==> src/rtl/mem_arb_pkg.sv <==
// Shared definitions for the SRAM channel sequencer: FSM states, grant ids,
// default timing parameters and the PI byte-lane helper.
package mem_arb_pkg;

   localparam int ARB_ACC_CYC = 4;
   localparam int ARB_MD_MAX  = 8;

   typedef enum logic [1:0] {
      ARB_IDLE = 2'd0,
      ARB_ACC  = 2'd1,
      ARB_REC  = 2'd2
   } arb_state_e;

   typedef enum logic {
      ARB_GNT_MD = 1'b0,
      ARB_GNT_PI = 1'b1
   } arb_gnt_e;

   // 68k byte order: an even address is the high byte of the word.
   function automatic logic [7:0] pi_byte(input logic [15:0] word, input logic a0);
      return a0 ? word[7:0] : word[15:8];
   endfunction

endpackage

==> src/rtl/mem_arb_pick.sv <==
// Winner select for the SRAM channel plus the MD streak counter that
// eventually forces a grant to a waiting PI requester.
module mem_arb_pick
   import mem_arb_pkg::*;
#(
   parameter int MD_MAX = ARB_MD_MAX
) (
   input  logic clk,
   input  logic rst_n,
   input  logic md_req,
   input  logic pi_req,
   input  logic idle,
   input  logic grant,
   output logic winner
);

   localparam int SW = $clog2(MD_MAX + 1);
   localparam logic [SW-1:0] STREAK_MAX = SW'(MD_MAX);

   logic [SW-1:0] streak_q;
   logic          forcePi;

   assign forcePi = pi_req && (streak_q == STREAK_MAX);
   assign winner  = (md_req && !forcePi) ? ARB_GNT_MD : ARB_GNT_PI;

   // Streak only grows while PI is actually waiting; any relief for PI resets it.
   always_ff @(posedge clk or negedge rst_n) begin
      if (!rst_n) begin
         streak_q <= '0;
      end else if (idle && !pi_req) begin
         streak_q <= '0;
      end else if (grant) begin
         if (winner == ARB_GNT_PI) begin
            streak_q <= '0;
         end else if (streak_q != STREAK_MAX) begin
            streak_q <= streak_q + 1'b1;
         end
      end
   end

endmodule

==> src/rtl/mem_arb.sv <==
// Two-port sequencer sharing one 16-bit async SRAM channel between the MD
// bus (word access) and the PI/MCU side (byte access), with fixed timing.
module mem_arb
   import mem_arb_pkg::*;
#(
   parameter int ACC_CYC = ARB_ACC_CYC,
   parameter int MD_MAX  = ARB_MD_MAX
) (
   input  logic        clk,
   input  logic        rst_n,
   input  logic        md_req,
   input  logic [22:0] md_addr,
   input  logic        md_we_lo,
   input  logic        md_we_hi,
   input  logic [15:0] md_wdata,
   output logic        md_ack,
   output logic [15:0] md_rdata,
   input  logic        pi_req,
   input  logic [22:0] pi_addr,
   input  logic        pi_we,
   input  logic [7:0]  pi_wdata,
   output logic        pi_ack,
   output logic [7:0]  pi_rdata,
   output logic [22:0] mem_addr,
   output logic [15:0] mem_di,
   output logic        mem_oe,
   output logic        mem_we_lo,
   output logic        mem_we_hi,
   input  logic [15:0] mem_do,
   output logic        busy
);

   localparam int CW = (ACC_CYC > 2) ? $clog2(ACC_CYC) : 1;
   localparam logic [CW-1:0] CNT_LAST   = CW'(ACC_CYC - 1);
   localparam logic [CW-1:0] CNT_WE_OFF = CW'(ACC_CYC - 2);

   arb_state_e    state_q;
   arb_gnt_e      gnt_q;
   logic [CW-1:0] cnt_q;
   logic [22:0]   mem_addr_q;
   logic [15:0]   mem_di_q;
   logic          mem_oe_q;
   logic          mem_we_lo_q;
   logic          mem_we_hi_q;
   logic          md_ack_q;
   logic          pi_ack_q;
   logic [15:0]   md_rdata_q;
   logic [7:0]    pi_rdata_q;
   logic          busy_q;

   logic idle;
   logic grant;
   logic winner;
   logic md_wr;

   assign idle  = (state_q == ARB_IDLE);
   assign grant = idle && (md_req || pi_req);
   assign md_wr = md_we_lo || md_we_hi;

   mem_arb_pick #(
      .MD_MAX (MD_MAX)
   ) u_pick (
      .clk    (clk),
      .rst_n  (rst_n),
      .md_req (md_req),
      .pi_req (pi_req),
      .idle   (idle),
      .grant  (grant),
      .winner (winner)
   );

   // Strobes are raised on the grant edge so the first ACC cycle already drives
   // the SRAM; write strobes drop one cycle early to give data hold.
   always_ff @(posedge clk or negedge rst_n) begin
      if (!rst_n) begin
         state_q     <= ARB_IDLE;
         gnt_q       <= ARB_GNT_MD;
         cnt_q       <= '0;
         mem_addr_q  <= '0;
         mem_di_q    <= '0;
         mem_oe_q    <= 1'b0;
         mem_we_lo_q <= 1'b0;
         mem_we_hi_q <= 1'b0;
         md_ack_q    <= 1'b0;
         pi_ack_q    <= 1'b0;
         md_rdata_q  <= '0;
         pi_rdata_q  <= '0;
         busy_q      <= 1'b0;
      end else begin
         md_ack_q <= 1'b0;
         pi_ack_q <= 1'b0;
         case (state_q)
            ARB_IDLE: begin
               if (grant) begin
                  state_q <= ARB_ACC;
                  busy_q  <= 1'b1;
                  cnt_q   <= '0;
                  gnt_q   <= arb_gnt_e'(winner);
                  if (winner == ARB_GNT_MD) begin
                     mem_addr_q  <= md_addr;
                     mem_di_q    <= md_wdata;
                     mem_oe_q    <= !md_wr;
                     mem_we_lo_q <= md_we_lo;
                     mem_we_hi_q <= md_we_hi;
                  end else begin
                     mem_addr_q  <= pi_addr;
                     mem_di_q    <= {pi_wdata, pi_wdata};
                     mem_oe_q    <= !pi_we;
                     mem_we_lo_q <= pi_we && pi_addr[0];
                     mem_we_hi_q <= pi_we && !pi_addr[0];
                  end
               end
            end
            ARB_ACC: begin
               if (cnt_q == CNT_LAST) begin
                  state_q     <= ARB_REC;
                  mem_oe_q    <= 1'b0;
                  mem_we_lo_q <= 1'b0;
                  mem_we_hi_q <= 1'b0;
                  md_ack_q    <= (gnt_q == ARB_GNT_MD);
                  pi_ack_q    <= (gnt_q == ARB_GNT_PI);
                  if (mem_oe_q) begin
                     if (gnt_q == ARB_GNT_MD) begin
                        md_rdata_q <= mem_do;
                     end else begin
                        pi_rdata_q <= pi_byte(mem_do, mem_addr_q[0]);
                     end
                  end
               end else begin
                  cnt_q <= cnt_q + 1'b1;
                  if (cnt_q == CNT_WE_OFF) begin
                     mem_we_lo_q <= 1'b0;
                     mem_we_hi_q <= 1'b0;
                  end
               end
            end
            ARB_REC: begin
               state_q <= ARB_IDLE;
               busy_q  <= 1'b0;
            end
            default: begin
               state_q <= ARB_IDLE;
               busy_q  <= 1'b0;
            end
         endcase
      end
   end

   assign mem_addr  = mem_addr_q;
   assign mem_di    = mem_di_q;
   assign mem_oe    = mem_oe_q;
   assign mem_we_lo = mem_we_lo_q;
   assign mem_we_hi = mem_we_hi_q;
   assign md_ack    = md_ack_q;
   assign pi_ack    = pi_ack_q;
   assign md_rdata  = md_rdata_q;
   assign pi_rdata  = pi_rdata_q;
   assign busy      = busy_q;

endmodule

==> config.mk <==
export PLATFORM = sky130hd
export DESIGN_NAME = mem_arb
export DESIGN_NICKNAME = d
export VERILOG_FILES = /design/src/rtl/mem_arb_pkg.sv /design/src/rtl/mem_arb_pick.sv /design/src/rtl/mem_arb.sv
export SDC_FILE = /design/constraint.sdc
export NUM_CORES = 1
export LEC_CHECK = 0
export BUFFER_PORTS_ARGS = -buffer_cell sky130_fd_sc_hd__buf_2
export CORE_ASPECT_RATIO = 1.4
export CORE_MARGIN = 2
export CORE_UTILIZATION = 35
export CTS_CLUSTER_DIAMETER = 200
export CTS_CLUSTER_SIZE = 10
export DETAILED_ROUTE_END_ITERATION = 6
export PLACE_DENSITY = 0.66
export SLEW_MARGIN = 20
export SYNTH_ARGS = -nofsm -noshare
export SYNTH_HDL_FRONTEND = slang
export SYNTH_SLANG_ARGS = --single-unit
export TNS_END_PERCENT = 30
==> constraint.sdc <==
create_clock -name clk -period 2.8 [get_ports clk]
set_clock_uncertainty 0.15 [all_clocks]
set_input_delay 0.56 -clock clk [delete_from_list [all_inputs] [get_ports clk]]
set_output_delay 0.56 -clock clk [all_outputs]
set_load 0.02 [all_outputs]
==> metrics.csv <==
metric;value;unit
Final Max Tran Viols;0;
Root Buffer;clkbuf_16;
WL final;10.4;mm
met1 wire length;4.39;mm
global-route wire length before repair;17.2;mm
CP max FO;22;
WL met3;519;um
CP peak stage delay;0.56;ns
Initial Util;35.8;%
area leader, netlist;dfrtp_1;
Avg Cell Area, Syn;10.5;um^2
clk sinks;78;
DR vias;3438;
hpwl dp;7.46;mm
synthesized area;3680;um^2
TritonCTS buffer count;9;
Pwr Density;1140;nW/um^2
FMAX;0.520;GHz
placer congestion estimate;0.791;
Cell variety after synth;33;
Leak;2.38;nW
largest net degree at the start of global routing;46;
Hold-fix buffers, CTS;0;
Crit. End Element;flop;
crit path from;md_req;
postcts setup bufs;0;
final hold vios;0;
Worst Path Buf+Inv;2;
antenna-violating nets left;0;
Clock Path Buffers;2;
Seq/Total Area, Yosys;53.0;%
unrepaired setup endpoints after global routing;false;
Final Net Count;597;
die area;11400;um^2
Layout area overhead;35.2;%
max layer used;met4;
status;finished, final reports clean;
CTS HTree Levels;3;
total core area;10300;um^2
Syn. warnings;0;
Inserted Diodes;0;
chip width;90.7;um
Worst Tran Pin Value;0.769;ns
count of state elements after synthesis;78;
crit share post-route;68.7;%
setup violators final;0;
Power Total;0.00567;W
Worst EP required;2.85;ns
DR iter-0 viols;168;
headroom to the max-slew limit;48.7;%
Main synth FF type;dfrtp_1;
peak supply drop;0.460;mV
vias in the first global route;3464;
CTS tree;built;
Skew-Pair Late Insertion Delay;0.33;ns
crit path kind;input port to flop;
Critical Path, Cell by Cell;buf_2, inv_1, nor2_1, o311ai_0;
IO buf count;161;
io pins;162;
asr flop ratio synth;100;%
Max Cap Violations;0;
number of gates resized after CTS;0;
min-delay worst type;input port to async pin;
layout cells sized above 1;45.0;%
met2 WL;5.36;mm
fin crit period;1.92;ns
Post-synth EDFFs;0;
# DRC;0;
startpoint class of the critical path;input port;
# fillers;1010;
vias per inst;5.35;
Setup TNS;0;ns
Synth Instances;352;
RR Startpoint;state_q[0];
Total Routing Usage GR;18.7;%
Pre-Repair DR Iteration Count;4;
DIE HEIGHT;125;um
antenna violations before repair;0;
routed wire length per instance;16.2;um
Crit-path slowest cell;inv_1;
family with the most delay on the worst path;buffers and inverters;
grt total ovfl;0;
syn_nets;449;
Yosys top cell area share;53.0;%
Critical Path AT;1.98;ns
row count;44;
top cells by area, synth;dfrtp_1 53%, mux2_2 10%, o21ai_0 6.3%;
Clock transition at path regs;0.06;ns
-- sequential cells by signal (all words and copies together), names as in the netlist, 2 cells and up --
signal           flops
u_pick.streak_q      4
pi_rdata             8
mem_di              16
state_q              2
md_rdata            16
mem_addr            23
cnt_q                2
-- layer usage --
metal | vias to the layer above | global-route usage, %
li1 | 1627 | -
met1 | 1650 | 24.3
met2 | 149 | 31.8
met3 | 12 | 2.23
met4 | 0 | 7.42
met5 | - | 0
-- cell families (layout without fill, tap and decap cells) --
| kind of cell | count (synthesis) | count (layout) | synth area share [%] |
|---|---|---|---|
| fa+ha+maj | 4 | 4 | 1.36 |
| flops | 78 | 78 | 53.0 |
| buf+inv | 41 | 194 | 4.49 |
| mux | 34 | 34 | 10.4 |
| simple gates | 86 | 86 | 13.7 |
| compound gates | 109 | 109 | 17.1 |
-- worst reg2reg max path: stages, from the launching register on --
cell and delay, ns:
dfrtp_1 0.48, nor2_4 0.41, buf_4 0.43, nand4_1 0.19, o311ai_0 0.14
-- area by class of cell --
class                      instances  area [um^2]  share of cell area [%]
clock buffer                      10          239                    4.80
tap                              138          173                    3.47
timing repair buffer             171          896                    18.0
clock inverter                     6          118                    2.36
multi-input combinational        233         1580                    31.6
sequential                        78         1950                    39.2
inverter                           7         26.3                   0.528
-- cell usage in the layout, fill, tap and decap left out, types with 2 or more instances in the layout --
| cell | n |
|---|---|
| buf_2 | 160 |
| dfrtp_1 | 78 |
| o21ai_0 | 46 |
| nand3_1 | 40 |
| mux2_2 | 33 |
| a21oi_1 | 24 |
| a31oi_1 | 23 |
| nand4_1 | 21 |
| buf_4 | 10 |
| clkbuf_16 | 9 |
| o2111ai_1 | 8 |
| inv_1 | 7 |
| nor2_1 | 4 |
| nand2_1 | 4 |
| ha_1 | 4 |
| o311ai_0 | 3 |
| bufinv_16 | 3 |
| and4b_1 | 2 |
| nor3_1 | 2 |
| o31ai_1 | 2 |
| nand2b_1 | 2 |
-- final timing paths --
path	to	slack (ns)	cells after the start
worst max-delay path	mem_we_lo	0.88	4
worst min-delay path	md_rdata[15]	0.08	1
worst max register to register	mem_we_lo	0.88	4
worst min register to register	pi_rdata[4]	0.35	1
max in group asynchronous	mem_addr[6]	1.84	2
min in group clk	md_rdata[12]	0.33	2
-- synth_stat cells (all sizes together) (3+ instances only) --
library cell and number:
dfrtp 78, o21ai 46, nand3 41, mux2 33, clkbuf 30, a21oi 24, a31oi 23, nand4 21
o2111ai 8, inv 7, nor2 6, buf 4, ha 4, nand2 4, o311ai 3
-- metrics by stage --
stage	setup WS [ns]	instances	util (%)	hold slack, ns	instance area (um^2)
CTS	0.848	643	48.4	0.101	4980
detailed placement	0.511	627	44.9	0.340	4620
global route	0.700	643	48.4	0.136	4980
finish	0.877	643	48.4	0.0838	4980
global placement	0.631	627	44.9	0.334	4620
floorplan	1.01	352	-	0.114	3680
-- where the power goes --
group	internal, W	leakage, nW	switching (W)
Combinational	0.000884	1.26	0.00143
Sequential	0.00166	0.945	0.000335
Clock	0.000903	0.171	0.000460
(Power assumes the default switching activity.)
